[config.mk]
export PLATFORM = sky130hd
export DESIGN_NAME = alarm_ctrl_fsm_multi
export DESIGN_NICKNAME = d
export VERILOG_FILES = /design/src/rtl/alarm_ctrl_pkg.sv /design/src/rtl/alarm_ctrl_fsm_multi_sec_timeout_cnt.sv /design/src/rtl/alarm_ctrl_fsm_multi.sv
export SDC_FILE = /design/constraint.sdc
export NUM_CORES = 1
export LEC_CHECK = 0
export BUFFER_PORTS_ARGS = -buffer_cell sky130_fd_sc_hd__buf_2
export CAP_MARGIN = 20
export CORE_MARGIN = 3
export CORE_UTILIZATION = 48
export DETAILED_ROUTE_END_ITERATION = 8
export MAX_ROUTING_LAYER = met4
export PLACE_DENSITY = 0.71
export SLEW_MARGIN = 5
export SYNTH_ARGS = -nofsm -noshare
export SYNTH_HDL_FRONTEND = slang
export SYNTH_SLANG_ARGS = --single-unit
[constraint.sdc]
create_clock -name clock -period 2.05 [get_ports clock]
set_input_delay 0.205 -clock clock [delete_from_list [all_inputs] [get_ports clock]]
set_output_delay 0.205 -clock clock [all_outputs]
set_load 0.005 [all_outputs]
[src/rtl/alarm_ctrl_pkg.sv]
// Shared types and constants for the multi-slot alarm controller.
// State encodings are fixed so that debug and trace tools can decode them.
package alarm_ctrl_pkg;

  typedef enum logic [2:0] {
    SHOW_TIME        = 3'd0,
    KEY_ENTRY        = 3'd1,
    KEY_STORED       = 3'd2,
    SHOW_ALARM       = 3'd3,
    SET_ALARM_TIME   = 3'd4,
    SET_CURRENT_TIME = 3'd5,
    KEY_WAITED       = 3'd6
  } state_t;

  localparam logic [3:0] NOKEY_DEF = 4'd10;
  localparam int         TIMER_W   = 8;

  // True in the two states that are guarded by the inactivity timeout.
  function automatic logic timed_state(state_t s);
    return (s == KEY_WAITED) || (s == KEY_ENTRY);
  endfunction

endpackage

[src/rtl/alarm_ctrl_fsm_multi_sec_timeout_cnt.sv]
// Inactivity timer: counts one_second pulses up to TIMEOUT_SEC and holds.
// time_out is decoded straight from the count register.
module sec_timeout_cnt
  import alarm_ctrl_pkg::*;
#(
  parameter int TIMEOUT_SEC = 10
) (
  input  logic clock,
  input  logic reset,
  input  logic clear,
  input  logic enable,
  input  logic one_second,
  output logic time_out
);

  localparam logic [TIMER_W-1:0] LIMIT = TIMER_W'(TIMEOUT_SEC);

  logic [TIMER_W-1:0] timer;

  // Saturating seconds count, restarted whenever the owner asks.
  always_ff @(posedge clock) begin
    if (reset || clear)
      timer <= '0;
    else if (enable && one_second && timer != LIMIT)
      timer <= timer + TIMER_W'(1);
  end

  assign time_out = (timer == LIMIT);

endmodule

[src/rtl/alarm_ctrl_fsm_multi.sv]
// Keypad / alarm-bank controller: sequences digit entry and load strobes.
// Moore machine; every output comes from the state or other registers.
module alarm_ctrl_fsm_multi
  import alarm_ctrl_pkg::*;
#(
  parameter int         NUM_ALARMS  = 4,
  parameter int         TIMEOUT_SEC = 10,
  parameter int         NUM_DIGITS  = 4,
  parameter logic [3:0] NOKEY       = NOKEY_DEF,
  localparam int        SLOT_W      =
    (NUM_ALARMS > 1) ? $clog2(NUM_ALARMS) : 1
) (
  input  logic              clock,
  input  logic              reset,
  input  logic              one_second,
  input  logic              time_button,
  input  logic              alarm_button,
  input  logic              alarm_sel_button,
  input  logic [3:0]        key,
  output logic              reset_count,
  output logic              load_new_c,
  output logic              load_new_a,
  output logic [SLOT_W-1:0] alarm_slot,
  output logic              show_a,
  output logic              show_new_time,
  output logic              shift,
  output logic              entry_full
);

  localparam logic [3:0]        DIG_MAX  = 4'(NUM_DIGITS);
  localparam logic [SLOT_W-1:0] SLOT_MAX = SLOT_W'(NUM_ALARMS - 1);

  state_t     state, next;
  logic [3:0] digit_cnt;
  logic       time_out;
  logic       key_hit;

  assign key_hit    = (key != NOKEY);
  assign entry_full = (digit_cnt == DIG_MAX);

  // State register.
  always_ff @(posedge clock) begin
    if (reset)
      state <= SHOW_TIME;
    else
      state <= next;
  end

  // Next-state selection; priorities inside each state matter.
  always_comb begin
    next = state;
    unique case (state)
      SHOW_TIME: begin
        if (alarm_button)
          next = SHOW_ALARM;
        else if (!alarm_sel_button && key_hit)
          next = KEY_STORED;
      end
      KEY_STORED:
        next = KEY_WAITED;
      KEY_WAITED: begin
        if (!key_hit)
          next = KEY_ENTRY;
        else if (time_out)
          next = SHOW_TIME;
      end
      KEY_ENTRY: begin
        if (alarm_button)
          next = entry_full ? SET_ALARM_TIME : SHOW_TIME;
        else if (time_button)
          next = entry_full ? SET_CURRENT_TIME : SHOW_TIME;
        else if (time_out)
          next = SHOW_TIME;
        else if (key_hit && !entry_full)
          next = KEY_STORED;
      end
      SHOW_ALARM: begin
        if (!alarm_button)
          next = SHOW_TIME;
      end
      SET_ALARM_TIME,
      SET_CURRENT_TIME:
        next = SHOW_TIME;
      default:
        next = SHOW_TIME;
    endcase
  end

  // Moore output decode.
  always_comb begin
    reset_count   = 1'b0;
    load_new_c    = 1'b0;
    load_new_a    = 1'b0;
    show_a        = 1'b0;
    show_new_time = 1'b0;
    shift         = 1'b0;
    unique case (state)
      KEY_STORED: begin
        shift         = 1'b1;
        show_new_time = 1'b1;
      end
      KEY_WAITED,
      KEY_ENTRY:
        show_new_time = 1'b1;
      SHOW_ALARM:
        show_a = 1'b1;
      SET_ALARM_TIME:
        load_new_a = 1'b1;
      SET_CURRENT_TIME: begin
        load_new_c  = 1'b1;
        reset_count = 1'b1;
      end
      default: ;
    endcase
  end

  // Digits accepted so far; idle display throws the partial entry away.
  always_ff @(posedge clock) begin
    if (reset || state == SHOW_TIME)
      digit_cnt <= '0;
    else if (state == KEY_STORED && digit_cnt != DIG_MAX)
      digit_cnt <= digit_cnt + 4'd1;
  end

  // Slot selection only moves while the time is on display.
  always_ff @(posedge clock) begin
    if (reset)
      alarm_slot <= '0;
    else if (state == SHOW_TIME && !alarm_button && alarm_sel_button)
      alarm_slot <= (alarm_slot == SLOT_MAX) ? '0
                  : alarm_slot + SLOT_W'(1);
  end

  sec_timeout_cnt #(
    .TIMEOUT_SEC (TIMEOUT_SEC)
  ) u_timeout (
    .clock      (clock),
    .reset      (reset),
    .clear      ((next != state) || !timed_state(state)),
    .enable     (timed_state(state)),
    .one_second (one_second),
    .time_out   (time_out)
  );

endmodule
==> results of run 1 <==
==> where the power goes <==
group          leakage (nW)  switching [mW]  internal, mW
Clock                0.0177           0.107        0.0724
Combinational         0.350          0.0952        0.0874
Sequential            0.138          0.0263         0.345
==> cells by family (layout without fill, tap and decap cells) <==
| family | after synthesis | count (layout) | share of synthesized area [%] |
|---|---|---|---|
| xor+xnor | 9 | 9 | 7.71 |
| simple gates | 57 | 57 | 31.6 |
| compound gates | 19 | 19 | 14.7 |
| fa+ha+maj | 5 | 5 | 6.12 |
| mux | 3 | 3 | 2.94 |
| flops | 17 | 17 | 33.3 |
| buf+inv | 9 | 39 | 3.67 |
==> metrics by stage <==
stage / cell area [um^2] / instances / setup TNS, ns / worst slack, ns
after floorplan: 1020 / 119 / 0 / 0.0590
after global placement: 1200 / 170 / 0 / 0.0787
after detailed placement: 1200 / 170 / 0 / 0.0203
after CTS: 1240 / 175 / -0.00260 / -0.00260
after global routing: 1260 / 176 / -0.578 / -0.0911
final: 1260 / 176 / 0 / 0.0185
==> repair_timing <==
item,in CTS,in global routing
buffers inserted,1,1
setup endpoints to repair,1,9
pin swaps,1,1
resized for setup,0,5
==> flip-flops by register name (all words and copies together) (netlist names) <==
| register | count |
|---|---|
| alarm_slot | 2 |
| digit_cnt | 4 |
| state | 3 |
| u_timeout.timer | 8 |
==> cells in the mapped netlist, drive strengths merged <==
master | number | area (um^2)
and3 | 1 | 6.26
o21ai | 2 | 10.0
xnor2 | 6 | 52.6
dfxtp | 17 | 340
clkbuf | 3 | 11.3
nand2b | 2 | 12.5
or3 | 1 | 6.26
or4b | 1 | 13.8
a2111oi | 2 | 37.5
nor3 | 12 | 60.1
buf | 1 | 7.51
o21bai | 2 | 15.0
a211oi | 1 | 7.51
a21oi | 4 | 20.0
xor2 | 3 | 26.3
ha | 5 | 62.6
a22oi | 1 | 7.51
nor3b | 1 | 7.51
o211ai | 2 | 15.0
nand4b | 1 | 8.76
inv | 5 | 18.8
nor2b | 1 | 6.26
nor2 | 20 | 75.1
a21o | 2 | 15.0
or2 | 1 | 6.26
nand3 | 4 | 20.0
o22ai | 1 | 6.26
and3b | 2 | 17.5
mux2i | 3 | 30.0
nand2 | 4 | 15.0
nor4b | 1 | 23.8
and4bb | 1 | 12.5
nor4 | 2 | 18.8
nand4 | 2 | 12.5
o21a | 1 | 7.51
o2111ai | 1 | 8.76
==> layer usage <==
| metal | wire (um) | up-vias | GRT usage, % |
|---|---|---|---|
| li1 | - | 489 | - |
| met1 | 1050 | 448 | 24.1 |
| met2 | 1010 | 23 | 29.1 |
| met3 | 119 | 2 | 2.87 |
| met4 | 14 | 0 | 5.11 |
| met5 | 0 | - | - |
==> cell type report <==
cell class                 instances  area share [%]
sequential                        17            27.0
timing repair buffer              30            14.6
clock inverter                     1           0.396
inverter                           5            1.49
tap                               27            2.67
clock buffer                       3            1.78
multi-input combinational         93            52.1
==> how the worst min path moves through the flow <==
stage | start | to
final | reset | alarm_slot[0]$_SDFFE_PP0P_
after detailed placement | reset | alarm_slot[0]$_SDFFE_PP0P_
after global routing | reset | state[2]$_SDFF_PP0_
after global placement | reset | state[2]$_SDFF_PP0_
after floorplan | reset | state[2]$_SDFF_PP0_
after CTS | reset | alarm_slot[0]$_SDFFE_PP0P_
==> metrics.csv, run 1 <==
metric,value,unit
area of the multi-input gates,658,um^2
Max Fclk,0.492,GHz
Final #Nets,165,
Row Count,16,
vias in the first global route,850,
Core Area,1980,um^2
"Net Count, Synth",134,
crit-path max cell delay,0.46,ns
Setup-failing EPs final,0,
Critical Path Start Type,register,
GPL Wtd Cong,0.900,
crit-path cells,inv_2 > ha_1 > or4b_4 > nor4b_4 > buf_4 > nor4_4 > a2111oi_4 > buf_6 > a2111oi_1,
I/O pins,19,
WP buf/inv,3,
initial antenna violation count,0,
period utilization,99.1,%
synth unique cells,38,
WP data arrival,2.21,ns
Post-CTS Hold Buffers,0,
maxcap violations,0,
"commonest non-fill, non-tap cell in the layout",nor2_1,
die height,52.2,um
Worst Hold Depth,2,
Crit Path Class,register to register,
Vias,962,
Setup crit end,u_timeout.timer[1]$_SDFFE_PP0P_,
Area Growth Syn to Fin,23.6,%
Worst-Skew Late Latency,0.29,ns
Slew HR,77.8,%
kind of cell adding the most delay to the critical path,simple AND/OR/NAND/NOR gates,
Final Hold Vio Count,0,
GRT Resource Usage Total,18.3,%
# fillers,184,
Min Hold Slack,0.171,ns
CTS Buffer Depth,2,
Routed wire per std cell,12.5,um
DR iter-0 viols,11,
"Slew Viols, Final",0,
worst vdd ir,0.308,mV
Syn Area/Cell,8.59,um^2
sequential share of the synthesized area,33.3,%
Pwr Density,580,nW/um^2
crit path time final,2.03,ns
"commonest non-fill, non-tap cells in the layout","nor2_1 (20), buf_2 (18), dfxtp_1 (16)",
IO buf count,18,
worst-path cell with the longest stage delay,or4b_4,
Hold WC Path Type,primary input to register,
FF-to-FF End,u_timeout.timer[1]$_SDFFE_PP0P_,
post-synthesis cell count,119,
Starting Density,51.6,%
Tot Pwr,732,uW
first-pass GRT wire length,3660,um
GRT overflow,0,
R2R Setup Slk,0.02,ns
CTS tree,done,
"FF+latch count, synth",17,
Detail Route Antenna Nets,0,
CTS Buf Count,3,
CP required,2.23,ns
"Max FO, Critical Path",8,
clk sinks,17,
clk slew on worst S/H paths,0.10,ns
vias per cell,5.47,
first-pass iteration count of the detailed router,4,
area of all sequential standard cells,342,um^2
status,"complete, no violations",
post-layout util,63.8,%
die width,52.2,um
RSZ-0062 raised after global routing,true,
CP Depth,9,
Tightest Pin Transition,0.332,ns
R2R cell count,9,
clk root buf,clkbuf_4,
H-tree Lvls,1,
drt drc,0,
share of layout cells above drive strength 1,28.2,%
Routed WL,2190,um
static leakage,0.506,nW
skew final,0.00551,ns
largest net degree at the start of global routing,12,
r2r startpoint,u_timeout.timer[0]$_SDFFE_PP0P_,
YS warnings,0,
post-DP HPWL,1670,um
die area,2720,um^2
n_diodes,0,
crit end category,register,
mapped cell area,1020,um^2
crit path launch,u_timeout.timer[0]$_SDFFE_PP0P_,
Note: power is estimated with default switching activity, not from simulation.
==> inputs of run 2 (changes only) <==
==> constraint.sdc (replaced) <==
create_clock -name clock -period 2.05 [get_ports clock]
set_input_delay 0.41 -clock clock [delete_from_list [all_inputs] [get_ports clock]]
set_output_delay 0.41 -clock clock [all_outputs]
set_load 0.005 [all_outputs]
==> metrics.csv, run 2 (synthesis results as in run 1) <==
metric,value,unit
status,"complete, no violations",
Worst-Skew Late Latency,0.30,ns
n_diodes,0,
I/O pins,19,
worst-path cell with the longest stage delay,or4b_4,
die width,52.2,um
Starting Density,51.6,%
first-pass GRT wire length,3840,um
Regs by FF count,"u_timeout.timer (8), digit_cnt (4), state (3)",
Detail Route Antenna Nets,0,
Critical Path Start Type,register,
worst vdd ir,0.551,mV
max reg flops,8,
DR iter-0 viols,22,
drt drc,0,
CTS Buffer Depth,2,
RSZ-0062 raised after global routing,true,
"commonest non-fill, non-tap cell in the layout",nor2_1,
Setup-failing EPs final,0,
largest net degree at the start of global routing,12,
Top reg by flops,u_timeout.timer,
maxcap violations,0,
clk root buf,clkbuf_4,
skew final,0.00279,ns
GPL Wtd Cong,0.854,
# fillers,172,
IO buf count,18,
GRT Resource Usage Total,19.3,%
CTS Buf Count,3,
share of layout cells above drive strength 1,31.1,%
Area Growth Syn to Fin,24.6,%
clk slew on worst S/H paths,0.10,ns
clk sinks,17,
die height,52.2,um
period utilization,99.2,%
crit end category,register,
"Max FO, Critical Path",8,
R2R Setup Slk,0.02,ns
Placed Area,1200,um^2
Worst Hold Depth,2,
Tightest Pin Transition,0.388,ns
static leakage,0.497,nW
Slew HR,73.9,%
Hold WC Path Type,primary input to register,
first-pass iteration count of the detailed router,4,
Final Hold Vio Count,0,
Max Fclk,0.492,GHz
hold_sp,reset,
crit-path cells,inv_2 > ha_4 > or4b_4 > nor4b_4 > buf_4 > nor4_2 > o211ai_1 > buf_4 > nor3_1,
CTS tree,done,
r2r startpoint,u_timeout.timer[0]$_SDFFE_PP0P_,
Routed WL,2250,um
Tot Pwr,744,uW
Final #Nets,164,
Row Count,16,
setup TNS,0,ns
R2R cell count,9,
initial antenna violation count,0,
WP data arrival,2.23,ns
Worst Hold Endpoint,state[2]$_SDFF_PP0_,
Core Area,1980,um^2
CP dominant cell by count,buf_4,
GRT overflow,0,
FF-to-FF End,u_timeout.timer[0]$_SDFFE_PP0P_,
H-tree Lvls,1,
vias per cell,5.42,
crit path time final,2.03,ns
design area,1270,um^2
Crit Path Class,register to register,
crit-path max cell delay,0.46,ns
"commonest non-fill, non-tap cells in the layout","nor2_1 (19), buf_2 (18), dfxtp_1 (15)",
Routed wire per std cell,12.9,um
die area,2720,um^2
post-DP HPWL,1760,um
Vias,948,
vias in the first global route,914,
CP required,2.24,ns
"Slew Viols, Final",0,
Pwr Density,584,nW/um^2
run 2: routing by layer:
metal	GRT usage [%]	part of all wire (%)
met3	6.30	6.0
met4	4.68	0.62
met2	32.8	48
met1	21.8	46
met5	-	0
run 2: power breakdown:
part	switching (mW)	internal (mW)
clock	0.114	0.0743
sequential	0.0261	0.345
combinational	0.0973	0.0880
total	0.237	0.507
run 2: repair_timing:
action,4_1_cts,5_1_grt
pin swaps,1,2
buffers inserted,1,0
hold buffers,0,0
gates resized for setup,1,8
setup endpoints to repair,3,9
run 2: layout make-up:
class / count / area (um^2) / share of cell area [%]
multi-input cells: 93 / 676 / 53.0
clock buffers: 3 / 22.5 / 1.77
repair buffers: 29 / 173 / 13.6
clock inverters: 1 / 7.51 / 0.589
inverters: 5 / 18.8 / 1.47
flip-flops and latches: 17 / 343 / 26.9
well taps: 27 / 33.8 / 2.65
run 2: through the flow:
step	setup WS (ns)	util (%)	hold slack (ns)	cells
floorplan	0.0590	-	0.472	119
global placement	0.0813	60.7	0.498	170
detailed placement	-0.0531	60.7	0.526	170
CTS	-0.0285	62.8	0.347	175
global route	-0.105	64.3	0.340	175
finish	0.0160	64.3	0.360	175
run 2: worst max-delay path: cells and delay by family, from the launching register on:
family	cells	cell delay [ns]
adders and majority gates	1	0.12
buffers and inverters	3	0.45
DFF	1	0.34
and+or+nand+nor	4	0.86
AOI/OAI and AO/OA	1	0.16
run 2: how the worst max path moves through the flow:
| stage | startpoint | end | slack, ns | depth (start not counted) |
|---|---|---|---|---|
| after floorplan | u_timeout.timer[0]$_SDFFE_PP0P_ | u_timeout.timer[0]$_SDFFE_PP0P_ | 0.06 | 7 |
| after global placement | u_timeout.timer[0]$_SDFFE_PP0P_ | u_timeout.timer[1]$_SDFFE_PP0P_ | 0.08 | 7 |
| after detailed placement | u_timeout.timer[0]$_SDFFE_PP0P_ | u_timeout.timer[1]$_SDFFE_PP0P_ | -0.05 | 7 |
| after CTS | u_timeout.timer[0]$_SDFFE_PP0P_ | u_timeout.timer[2]$_SDFFE_PP0P_ | -0.03 | 9 |
| after global routing | u_timeout.timer[0]$_SDFFE_PP0P_ | u_timeout.timer[3]$_SDFFE_PP0P_ | -0.10 | 9 |
| final | u_timeout.timer[0]$_SDFFE_PP0P_ | u_timeout.timer[0]$_SDFFE_PP0P_ | 0.02 | 9 |
